### config.mk
export PLATFORM = sky130hd
export DESIGN_NAME = ring_rr_arbiter_flat
export DESIGN_NICKNAME = d
export VERILOG_FILES = /design/src/rtl/ring_rr_arbiter_if.sv /design/src/rtl/ring_rr_arbiter.sv /design/src/flat_wrapper.sv
export SDC_FILE = /design/constraint.sdc
export NUM_CORES = 1
export LEC_CHECK = 0
export CAP_MARGIN = 15
export CORE_AREA = 3 3 51 53
export DETAILED_ROUTE_END_ITERATION = 10
export DIE_AREA = 0 0 54 56
export GPL_TIMING_DRIVEN = 1
export PLACE_DENSITY = 0.92
export SLEW_MARGIN = 20
export SYNTH_ARGS = -nofsm -noshare
export SYNTH_HDL_FRONTEND = slang
export SYNTH_SLANG_ARGS = --single-unit
### constraint.sdc
create_clock -name clk -period 2.9 [get_ports clk]
set_input_delay 0.58 -clock clk [delete_from_list [all_inputs] [get_ports clk]]
set_output_delay 0.58 -clock clk [all_outputs]
set_load 0.005 [all_outputs]
### src/rtl/ring_rr_arbiter_if.sv
`default_nettype none
// ============================================================================
//  Module   : ring_rr_arbiter_if
//  Purpose  : Request/grant bundle between requesting masters and the
//             ring round-robin arbiter.
//  Signals  : en        - arbitration enable (master -> arbiter)
//             req       - request vector, bit i = requester i
//             gnt       - one-hot grant, zero when idle
//             gnt_valid - |gnt
//             gnt_id    - binary index of the granted requester
//             ptr       - one-hot priority pointer (ring state)
//             burst_cnt - cycles the current grant has been held
//  Modports : master (requester side), slave (arbiter side)
//  Revision : 1.0 - initial release
// ============================================================================
interface ring_rr_arbiter_if #(
  parameter int N         = 4,
  parameter int BURST_MAX = 8
);
  localparam int IDW = $clog2(N);
  localparam int CW  = $clog2(BURST_MAX + 1);

  logic           en;
  logic [N-1:0]   req;
  logic [N-1:0]   gnt;
  logic           gnt_valid;
  logic [IDW-1:0] gnt_id;
  logic [N-1:0]   ptr;
  logic [CW-1:0]  burst_cnt;

  modport master (
    output en, req,
    input  gnt, gnt_valid, gnt_id, ptr, burst_cnt
  );

  modport slave (
    input  en, req,
    output gnt, gnt_valid, gnt_id, ptr, burst_cnt
  );
endinterface
`default_nettype wire

### src/rtl/ring_rr_arbiter.sv
`default_nettype none
// ============================================================================
//  Module   : ring_rr_arbiter
//  Purpose  : Round-robin arbiter sharing one downstream resource among N
//             requesters. Priority is a one-hot ring pointer; a grant is held
//             while its owner keeps requesting, up to BURST_MAX cycles, and on
//             release priority moves to the ring position after the owner
//             with no idle cycle between consecutive grants.
//  Ports    : clk - clock, rising edge
//             rst - asynchronous active-high reset
//             bus - ring_rr_arbiter_if.slave (en, req in; gnt, gnt_valid,
//                   gnt_id, ptr, burst_cnt out, all registered)
//  Revision : 1.0 - initial release
// ============================================================================
module ring_rr_arbiter #(
  parameter int N         = 4,
  parameter int BURST_MAX = 8
) (
  input  logic               clk,
  input  logic               rst,
  ring_rr_arbiter_if.slave   bus
);

  localparam int IDW = $clog2(N);
  localparam int CW  = $clog2(BURST_MAX + 1);

  localparam logic [N-1:0]   c_ptr_init  = {{(N-1){1'b0}}, 1'b1};
  localparam logic [CW-1:0]  c_burst_max = CW'(BURST_MAX);
  localparam logic [IDW-1:0] c_last_id   = IDW'(N - 1);

  typedef enum logic [0:0] {
    S_IDLE  = 1'b0,
    S_GRANT = 1'b1
  } state_t;

  state_t         r_state, w_state_nxt;
  logic [N-1:0]   r_gnt, w_gnt_nxt;
  logic           r_gnt_valid;
  logic [IDW-1:0] r_gnt_id, w_gnt_id_nxt;
  logic [N-1:0]   r_ptr, w_ptr_nxt;
  logic [CW-1:0]  r_burst_cnt, w_burst_cnt_nxt;

  logic [IDW-1:0] w_ptr_id;
  logic [IDW-1:0] w_rot_id;
  logic [IDW-1:0] w_win_cur;
  logic [IDW-1:0] w_win_rot;
  logic           w_any_req;
  logic           w_owner_req;
  logic           w_release;

  // One-hot to binary; relies on the input being one-hot (ptr always is).
  function automatic logic [IDW-1:0] f_oh2bin(input logic [N-1:0] oh);
    logic [IDW-1:0] b;
    b = '0;
    for (int i = 0; i < N; i++) begin
      if (oh[i]) b = b | IDW'(i);
    end
    return b;
  endfunction

  // First requester found searching circularly from 'start' inclusive.
  // The sum start+k never exceeds 2N-2, so IDW+1 bits hold it and a single
  // conditional subtract performs the wrap.
  function automatic logic [IDW-1:0] f_pick(input logic [N-1:0]   r,
                                            input logic [IDW-1:0] start);
    logic [IDW-1:0] sel;
    logic           hit;
    logic [IDW:0]   s;
    sel = '0;
    hit = 1'b0;
    for (int k = 0; k < N; k++) begin
      s = {1'b0, start} + (IDW+1)'(k);
      if (s >= (IDW+1)'(N)) s = s - (IDW+1)'(N);
      if (!hit && r[s[IDW-1:0]]) begin
        hit = 1'b1;
        sel = s[IDW-1:0];
      end
    end
    return sel;
  endfunction

  function automatic logic [N-1:0] f_bin2oh(input logic [IDW-1:0] b);
    return c_ptr_init << b;
  endfunction

  assign w_any_req   = |bus.req;
  assign w_owner_req = |(bus.req & r_gnt);
  assign w_ptr_id    = f_oh2bin(r_ptr);
  // Index of the ring slot just after the current owner.
  assign w_rot_id    = (r_gnt_id == c_last_id) ? '0 : r_gnt_id + IDW'(1);
  assign w_win_cur   = f_pick(bus.req, w_ptr_id);
  assign w_win_rot   = f_pick(bus.req, w_rot_id);
  assign w_release   = !w_owner_req || (r_burst_cnt == c_burst_max) || !bus.en;

  always_comb begin
    w_state_nxt     = r_state;
    w_gnt_nxt       = r_gnt;
    w_gnt_id_nxt    = r_gnt_id;
    w_ptr_nxt       = r_ptr;
    w_burst_cnt_nxt = r_burst_cnt;

    case (r_state)
      S_IDLE: begin
        if (bus.en && w_any_req) begin
          w_gnt_nxt       = f_bin2oh(w_win_cur);
          w_gnt_id_nxt    = w_win_cur;
          w_burst_cnt_nxt = CW'(1);
          w_state_nxt     = S_GRANT;
        end
      end

      S_GRANT: begin
        if (w_release) begin
          // Owner drops to lowest priority; the next winner is picked in the
          // same cycle from the rotated pointer so handoff has no bubble.
          w_ptr_nxt = {r_gnt[N-2:0], r_gnt[N-1]};
          if (bus.en && w_any_req) begin
            w_gnt_nxt       = f_bin2oh(w_win_rot);
            w_gnt_id_nxt    = w_win_rot;
            w_burst_cnt_nxt = CW'(1);
          end else begin
            w_gnt_nxt       = '0;
            w_gnt_id_nxt    = '0;
            w_burst_cnt_nxt = '0;
            w_state_nxt     = S_IDLE;
          end
        end else begin
          w_burst_cnt_nxt = r_burst_cnt + CW'(1);
        end
      end

      default: begin
        w_state_nxt     = S_IDLE;
        w_gnt_nxt       = '0;
        w_gnt_id_nxt    = '0;
        w_burst_cnt_nxt = '0;
      end
    endcase
  end

  always_ff @(posedge clk or posedge rst) begin
    if (rst) begin
      r_state     <= S_IDLE;
      r_gnt       <= '0;
      r_gnt_valid <= 1'b0;
      r_gnt_id    <= '0;
      r_ptr       <= c_ptr_init;
      r_burst_cnt <= '0;
    end else begin
      r_state     <= w_state_nxt;
      r_gnt       <= w_gnt_nxt;
      r_gnt_valid <= |w_gnt_nxt;
      r_gnt_id    <= w_gnt_id_nxt;
      r_ptr       <= w_ptr_nxt;
      r_burst_cnt <= w_burst_cnt_nxt;
    end
  end

  assign bus.gnt       = r_gnt;
  assign bus.gnt_valid = r_gnt_valid;
  assign bus.gnt_id    = r_gnt_id;
  assign bus.ptr       = r_ptr;
  assign bus.burst_cnt = r_burst_cnt;

endmodule
`default_nettype wire

### src/flat_wrapper.sv
// flat-port wrapper written by rule: the top's interface ports become plain ports
module ring_rr_arbiter_flat 
#(
  parameter int N         = 4,
  parameter int BURST_MAX = 8
)
  (clk, rst, bus_en, bus_req, bus_gnt, bus_gnt_valid, bus_gnt_id, bus_ptr, bus_burst_cnt);
  ring_rr_arbiter_if #(.N(N), .BURST_MAX(BURST_MAX)) bus_i ();
  input  logic clk;
  input  logic rst;
  input wire logic [$bits(bus_i.en)-1:0] bus_en;
  input wire logic [$bits(bus_i.req)-1:0] bus_req;
  output wire logic [$bits(bus_i.gnt)-1:0] bus_gnt;
  output wire logic [$bits(bus_i.gnt_valid)-1:0] bus_gnt_valid;
  output wire logic [$bits(bus_i.gnt_id)-1:0] bus_gnt_id;
  output wire logic [$bits(bus_i.ptr)-1:0] bus_ptr;
  output wire logic [$bits(bus_i.burst_cnt)-1:0] bus_burst_cnt;
  assign bus_i.en = bus_en;
  assign bus_i.req = bus_req;
  assign bus_gnt = bus_i.gnt;
  assign bus_gnt_valid = bus_i.gnt_valid;
  assign bus_gnt_id = bus_i.gnt_id;
  assign bus_ptr = bus_i.ptr;
  assign bus_burst_cnt = bus_i.burst_cnt;
  ring_rr_arbiter #(.N(N), .BURST_MAX(BURST_MAX)) u_core (.clk(clk), .rst(rst), .bus(bus_i));
endmodule
Word level (Yosys, flattened, before mapping). Index checks and enable logic that the tools add are counted.

Add/subtract/negate cells: 16. Order comparisons: 16. Equality and inequality tests: 4. Shifts and indexed selects: 2. Muxes and demuxes: 57. Bitwise operators: 2. Reductions and logical operators: 22.

Operator list (number): 2-bit 2-to-1 mux (22); 2-bit by 3-bit < comparator with 1-bit output (second input constant) (8); 4-bit 2-to-1 mux (5); 3-bit greater-or-equal comparator (second input constant) (6); 1-bit 2-to-1 mux (18); 1-bit binary-select mux with 2-bit select (8); 4-bit case mux with 2 select lines (2); 2-bit by 1-bit subtractor with 2-bit output (second input constant) (8); 2-bit by 2-bit adder with 3-bit output (second input constant) (4); 4-bit OR reduction (3); 1-bit zero test (8); 1-bit by 2-bit << shifter with 4-bit output (first input constant) (2); 1-bit logical AND (7); 2-bit by 1-bit adder with 3-bit output (second input constant) (2); 2-bit by 3-bit greater-or-equal comparator with 1-bit output (second input constant) (2); 4-bit by 1-bit adder with 4-bit output (second input constant) (1); 4-bit AND (1); 4-bit == test (second input constant) (1); 2-bit case mux with 2 select lines (1); 2-bit AND reduction (2); 2-bit by 1-bit adder with 2-bit output (second input constant) (1); 2-bit == test (second input constant) (1); 1-bit logical OR (2); 2-bit by 1-bit != test with 1-bit output (second input constant) (1); other kinds (3) (3).

Bits in registers: 16. Input port bits: 7. Output and inout port bits: 15. Logic and storage cells: 125.

Logic depth before layout (Yosys ltp).
Depth after elaboration: 21. Depth in mapped cells: 8. Mapped depth without buffers: 7.

Least setup slack after synthesis. OpenSTA, ideal clock, no wires.

Path kind: input port to flip-flop. Start point: in bus_req[1]. End point: reg u_core.r_gnt[2] (netlist: u_core.bus.gnt[2]). Setup time: 0.091 ns. Arrival time: 1.930 ns. Setup slack: 0.879 ns. Stages: 7. Path buffers: 2. Path through: buf_2 a22o_1 o211a_1 nand2b_4 buf_6 or3b_1 o221ai_1.

Cells in the longest elaborated chain, start to end: 16.

RTL lines: start: declaration (line flat_wrapper.sv:12) `input wire logic [$bits(bus_i.req)-1:0] bus_req;`; 1-bit binary-select mux with 2-bit select (line ring_rr_arbiter.sv:74) `if (!hit && r[s[IDW-1:0]]) begin`; 1-bit 2-to-1 mux (implied by the code) (line ring_rr_arbiter.sv:74); 1-bit 2-to-1 mux (line ring_rr_arbiter.sv:74); 1-bit zero test (line ring_rr_arbiter.sv:74); 1-bit logical AND (line ring_rr_arbiter.sv:74); 1-bit 2-to-1 mux (line ring_rr_arbiter.sv:74); 1-bit zero test (line ring_rr_arbiter.sv:74); 1-bit logical AND (line ring_rr_arbiter.sv:74); 1-bit 2-to-1 mux (line ring_rr_arbiter.sv:74); 1-bit zero test (line ring_rr_arbiter.sv:74); 1-bit logical AND (line ring_rr_arbiter.sv:74); 2-bit 2-to-1 mux (line ring_rr_arbiter.sv:74); 1-bit by 2-bit << shifter with 4-bit output (line ring_rr_arbiter.sv:83) `return c_ptr_init << b;`; 4-bit 2-to-1 mux (line ring_rr_arbiter.sv:117) `if (bus.en && w_any_req) begin`; 4-bit 2-to-1 mux (line ring_rr_arbiter.sv:113) `if (w_release) begin`; 4-bit case mux with 2 select lines * (line ring_rr_arbiter.sv:102) `case (r_state)`; via u_core.w_gnt_nxt[2] (line ring_rr_arbiter.sv:37) `logic [N-1:0] r_gnt, w_gnt_nxt;`; end signal: assignment (line ring_rr_arbiter.sv:151) `r_gnt <= w_gnt_nxt;`; end: declaration (line ring_rr_arbiter.sv:37).

Mark *: on every way through the listed nets, which the timed path passes. The rest lies on a longest branch. The select of a mux whose other input is x is not followed. A chain may end at the register's enable or synchronous reset.

Worst setup path in the final report.
Start point: in bus_req[2]. End point: reg u_core.r_gnt[3] (netlist: u_core.bus.gnt[3]).

Same word-level chain as after synthesis.

==> metrics.log <==
[metrics] fraction of final layout cells with drive strength greater than 1: 0.138
[metrics] Power Dens Cells: ~800 nW/um^2
[metrics] final count of hold timing violations: 0
[metrics] total via count in the routed design: 1,079
[metrics] final instance area: 1450 um^2
[metrics] placement row count: 17
[metrics] final-report setup violation count: 0
[metrics] Die Y: 56 um
[metrics] Tightest Pin Transition: around 0.67 ns
[metrics] result of the run: complete, no violations
[metrics] most common library cell in the layout ignoring fill and taps: clkdlybuf4s50_1
[metrics] data required time of the critical path: 3.09 ns
[metrics] crit path kind: in2reg
[metrics] Placeable Area: around 2200 um^2
[metrics] starting density of the core: 0.547
[metrics] Area after DPL: between 1000 and 1500 um^2
[metrics] number of cells produced by synthesis: 125
[metrics] number of buffers inserted to repair setup after CTS: 0
[metrics] number of enable flip-flop cells after synthesis: 0
[metrics] Hold Path Class: reg2reg
[metrics] count of maximum capacitance violations: 0
[metrics] final clock skew: 0.00255 ns
[metrics] Post-Layout Cell Count: 173
[metrics] number of antenna violations at the first check in global routing: 0
[metrics] post-route setup slack: ~0.47 ns
[metrics] number of global-route vias before repair: approximately 1,000
[metrics] mean post-synth cell area: 9.58 um^2
[metrics] Antenna diodes: 0
[metrics] Clock power frac: 0.135
[metrics] Arr. time, crit path: 2.61 ns
[metrics] net switching fraction of the power: 0.387
[metrics] number of I/O pins: 22
[metrics] Synth warnings: 0
[metrics] total of buffers placed on input and output ports: 21
[metrics] clock tree from TritonCTS: built
[metrics] worst-skew pair later-pin latency: approximately 0.30 ns
[metrics] post-placement setup slack: about 0.16 ns
[metrics] routability congestion estimate: roughly 0.84
[metrics] Hold-fix buffers, CTS: 0
[metrics] sequential share of the synthesized area: 0.335
[metrics] post-synthesis instance area: roughly 1200 um^2
[metrics] master cell of the clock root buffer: clkbuf_4
[metrics] relative contribution of combinational cells to total power: 0.517
[metrics] total negative slack for setup checks: 0 ns
[metrics] maximum achievable frequency: a little over 400 MHz
[metrics] Final Util: 0.660
[metrics] total power: between 1 and 1.5 mW
[metrics] CTS Buf Count: 3
[metrics] area enclosed by the die boundary: a little over 3000 um^2
[metrics] Post-synth ARST share: 1.00
[metrics] Max Root-Sink Buffers: 2
[metrics] final critical path time including I/O delays and setup: between 2 and 2.5 ns
[metrics] type of destination of the critical path: flop
[metrics] highest fanout seen on the critical path: 11
[metrics] post-cts resize count: 0
[metrics] count of pins over their slew limit: 0
[metrics] startpoint class of the critical path: input port
[metrics] number of design-rule violations left by the first detailed-router iteration: 15
[metrics] deepest level of the CTS H-tree: 1
[metrics] average vias per placed instance: slightly above 6
[metrics] number of nets with antenna violations after detailed routing: 0
[metrics] area growth from synthesis to final layout: 20.8%
[metrics] max_slew headroom: 0.546
[metrics] most used flip-flop cell after synthesis: dfrtp_1
[metrics] global-route wire length before repair: about 4700 um
[metrics] number of remaining DRC errors: 0
[metrics] 1st-pass router iterations: 4
[metrics] HPWL Detailed: 2040 um
[metrics] register bit count reported by yosys: 16
[metrics] maximum ir drop on the vdd rail: 0.560 mV
[metrics] number of cells after detailed placement: 169
[metrics] setup repair after global routing missed its margin: false
[metrics] sinks on the clock net: 16
[metrics] largest net degree at the start of global routing: 17
[metrics] total wire length: between 2000 and 3000 um
[metrics] switching power of the nets: between 0.4 and 0.5 mW
[metrics] clock edge transition at the registers on the reported setup and hold paths: approximately 0.1 ns
[metrics] final hold slack: 0.549 ns
[metrics] total grt overflow: 0
[metrics] share of power burned in registers: 0.348
[metrics] Tot GR Track Use: 0.202
[metrics] chip width: around 54 um
[metrics] detail-routed net length per standard cell: around 16 um
[metrics] Synth Net Count: around 140
[metrics] count of nets after finishing: roughly 160
[metrics] final cycle utilization of the critical path: 0.837
[metrics] internal power: approximately 0.69 mW
[metrics] static leakage power: between 0.6 and 0.7 nW
[metrics] most used cells in the layout excluding fill and tap cells: clkdlybuf4s50_1, dfrtp_1, nand2_1, o21ai_0, mux2_2
[metrics] number of distinct standard cells referenced by the synthesized netlist: 47
==> synth_stat cells, types with 2 or more instances <==
cell type  number  share of area
dfrtp_1        15           0.31
nand2_1        10          0.031
o21ai_0         9          0.038
mux2_2          6          0.056
buf_2           5          0.021
inv_1           5          0.016
nor2_1          5          0.016
a21oi_1         4          0.017
a21o_1          3          0.019
a221o_1         3          0.025
a22o_1          3          0.022
and2_1          3          0.016
ha_1            3          0.031
o211ai_1        3          0.019
o221ai_1        3          0.022
a22oi_1         2          0.013
buf_6           2          0.019
nand2b_1        2          0.010
nand3_1         2         0.0084
nand3b_1        2          0.013
nor2b_1         2          0.010
nor3_1          2         0.0084
nor3b_1         2          0.013
nor4_1          2          0.010
o211a_1         2          0.017
or2_2           2          0.010
or2b_1          2          0.013
or4bb_1         2          0.019
==> cell families (layout without fill, tap and decap cells) <==
family,Yosys count,in the layout,synth area share
compound gates,42,42,0.277
xor+xnor,1,1,0.00732
fa+ha+maj,3,3,0.0314
buf+inv,13,33,0.0617
flops,16,16,0.335
mux,6,6,0.0564
simple gates,44,44,0.231
==> flip-flops by register name, summed over array words and instances (netlist names) <==
name and flops:
u_core.bus.gnt 4, u_core.bus.gnt_valid 1, u_core.bus.ptr 4, u_core.bus.burst_cnt 4
u_core.bus.gnt_id 2, u_core.r_state 1
==> layout make-up <==
type                       instances  area (um^2)
sequential                        16          402
fill                             172          744
multi-input combinational         96          722
timing repair buffer              24          233
inverter                           5         18.8
clock buffer                       4         36.3
tap                               28         35.0
==> worst paths after layout <==
| kind | start | end | slack, ns | depth (start not counted) |
|---|---|---|---|---|
| min | u_core.bus.burst_cnt[2]$_DFFE_PP0P_ | u_core.bus.burst_cnt[2]$_DFFE_PP0P_ | 0.55 | 1 |
| max in group asynchronous | rst | u_core.bus.ptr[1]$_DFFE_PP0P_ | 1.89 | 2 |
| min reg2reg | u_core.bus.burst_cnt[2]$_DFFE_PP0P_ | u_core.bus.burst_cnt[2]$_DFFE_PP0P_ | 0.55 | 1 |
| min in group asynchronous | rst | u_core.r_state$_DFF_PP0_ | 0.63 | 2 |
| max reg2reg | u_core.bus.ptr[1]$_DFFE_PP0P_ | u_core.bus.gnt[0]$_DFF_PP0_ | 0.70 | 4 |
| max | bus_req[2] | u_core.bus.gnt[3]$_DFF_PP0_ | 0.47 | 6 |
==> critical path, stage by stage <==
cell and delay [ns]:
clkdlybuf4s50_1 0.70, mux2_2 0.24, o21ai_0 0.11, o221ai_1 0.29, o311ai_0 0.30, a221o_1 0.40
==> power groups by stage <==
stage                     combinational, mW  sequential, mW  clock, mW
after floorplan                       0.413           0.355          0
after detailed placement              0.583           0.398          0
after CTS                             0.588           0.392      0.155
after global routing                  0.647           0.409      0.163
final                                 0.586           0.394      0.152
after global placement                0.562           0.392          0
==> metal layers <==
| metal | vias up | global-route usage | share of wire |
|---|---|---|---|
| met2 | 40 | 0.330 | 0.50 |
| met4 | 0 | 0.0534 | 0.0085 |
| met5 | - | 0 | 0 |
| met3 | 4 | 0.0483 | 0.064 |
| li1 | 519 | - | - |
| met1 | 516 | 0.260 | 0.43 |
Note: power is estimated with default switching activity, not from simulation.
==> RTL edit, RTL diff (same settings) <==
Reset style: synchronous (`rst`), changed in one clocked block. Comments in the files are not updated.
--- a/src/rtl/ring_rr_arbiter.sv
+++ b/src/rtl/ring_rr_arbiter.sv
@@ -138,7 +138,7 @@
     endcase
   end
 
-  always_ff @(posedge clk or posedge rst) begin
+  always_ff @(posedge clk) begin
     if (rst) begin
       r_state     <= S_IDLE;
       r_gnt       <= '0;
Function: differs if rst is asserted again (counterexample within 4 cycles, from zero or initial values and one cycle with rst high); with rst held inactive, the same outputs for 10 cycles.
==> RTL edit against the unedited design <==
Design area shrank 9.8%. Non-clock buffer count grew 1. Count of clock-buffer cells in the layout unchanged. Critical path depth is the same. Die area stayed put. Synthesized cell count up 2.4%. Wire length rose by 3.0%. Area after synthesis fell by 14%. Sequential cell count unchanged. Global-route usage shrank 0.19 points. Setup slack improved by 0.062 ns.
Power is not compared: it rests on default switching activity, and its combinational part moved more than twofold at a synthesized area within 25%.
==> RTL edit: results (changes against the unedited design) <==
Status = complete, no violations
Commonest cells post-synth = dfxtp_1, a21oi_1, nor2_1
Layout Skew = 0.00543 ns (+0.00289 ns)
Sequential area share after synthesis = 0.311 (-0.0247)
Peak Freq = 423 MHz (+2.6%)
Initial DRC Count = 54 (+39)
GRT Util Overall = 0.200 (-0.00192)
Number of fill cells = 207 (+20%)
Resized Gates After CTS = 0 (unchanged)
Async SR Flop Fraction = 0 (-1.00)
Clk_lat worst skew = 0.30 ns (about the same)
Synth top area cells = dfxtp_1, a21oi_1, ha_1
Slowest Stage Delay on Critical Path = 0.72 ns (+0.02 ns)
Critical Path Start = bus_req[2]
Vias in the first global route = 1040 (+0.29%)
Post-DR wirelength/cell = 15.7 um (+0.65%)
Inserted Diodes = 0 (unchanged)
Nets = 160 (+2.6%)
Top_reg_cell synth = dfxtp_1
Syn Nets = 138 (+2.2%)
Drt pass-1 iters = 5 (+1)
Share of cells above drive strength 1 = 0.0872 (-0.0507)
Synth Area in Compound Gates = 0.340 (+0.0629)
Placed Area = 1270 um^2 (-10%)
RD Place Congestion = 0.943 (+12%)
Max-slew headroom = 0.596 (+0.0499)
DP HPWL = 2020 um (-1.0%)
Yosys cell types = 44 (-6.4%)
Post-CTS Setup Inserts = 0 (unchanged)
CTS Buffer Depth = 2 (unchanged)
Vias = 1114 (+3.2%)
Post-Synth Adder-Cell Area = 0.0364 (+0.00506)
Port Buffers = 21 (unchanged)
Synth Area in XOR/XNOR = 0 (-0.00731)
Hold wc startpoint = u_core.bus.ptr[0]$_SDFFE_PP1P_
First-pass GRT wire length = 4620 um (-1.2%)
Origin of the critical flop-to-flop path = u_core.bus.gnt_id[0]$_SDFFE_PP0P_
Final Setup Violations = 0 (unchanged)
Layout overhead on the synthesized area = 26.6%
Hold WC Path Type = flip-flop to flip-flop
Post-synthesis mux area share = 0.00971 (-0.0467)
==> RTL edit: changes by cell type after synthesis, moves of 5 or more <==
cell and delta:
clkbuf_1 +7, o21ai_1 +5, nor2_1 +5, dfxtp_1 +16, a21oi_1 +6, nand3_1 +5, buf_2 -5, dfrtp_1 -15
mux2_2 -6
==> RTL edit: critical path, delay by kind of cell <==
| family | cells | cell delay [ns] |
|---|---|---|
| AOI/OAI and AO/OA | 2 | 0.39 |
| and+or+nand+nor | 3 | 0.90 |
| buffers and inverters | 1 | 0.72 |
==> RTL edit: cell families after synthesis <==
family | count (synthesis)
flip-flops | 16
adder cells (fa/ha/maj) | 3
AO/OA/AOI/OAI | 49
buffers and inverters | 11
multiplexers | 1
AND/OR/NAND/NOR | 48
==> RTL edit: power groups by stage <==
stage / Combinational [W] / Clock (W) / Sequential (W)
after detailed placement: 0.000122 / 0 / 0.000250
final: 0.000124 / 0.000152 / 0.000246
after global routing: 0.000136 / 0.000167 / 0.000248
after CTS: 0.000124 / 0.000149 / 0.000245
after global placement: 0.000119 / 0 / 0.000250
after floorplan: 0.0000766 / 0 / 0.000245
==> RTL edit: layout make-up <==
| class | instances | area share |
|---|---|---|
| multi-input combinational | 101 | 0.507 |
| sequential | 16 | 0.245 |
| timing repair buffer | 25 | 0.184 |
| clock buffer | 4 | 0.0278 |
| tap | 28 | 0.0268 |
| inverter | 3 | 0.00863 |
==> RTL edit: final timing paths <==
kind	end	slack [ns]	cells after the start
max	u_core.bus.gnt[0]$_SDFF_PP0_	0.54	6
max reg2reg	u_core.bus.gnt[3]$_SDFF_PP0_	0.66	6
min	u_core.bus.ptr[0]$_SDFFE_PP1P_	0.48	2
min reg2reg	u_core.bus.ptr[0]$_SDFFE_PP1P_	0.48	2
==> RTL edit: per-layer routing <==
metal,track usage,wire length [um]
met1,0.278,1250
met2,0.285,1290
met3,0.0402,177
met4,0.0996,60
met5,0,0
==> RTL edit: metrics by stage <==
| step | setup WS (ns) | cells |
|---|---|---|
| 2_1_floorplan | 0.759 | 128 |
| 3_3_place_gp | 0.351 | 173 |
| 3_5_place_dp | 0.278 | 173 |
| 4_1_cts | 0.566 | 177 |
| 5_1_grt | 0.450 | 177 |
| 6_report | 0.536 | 177 |
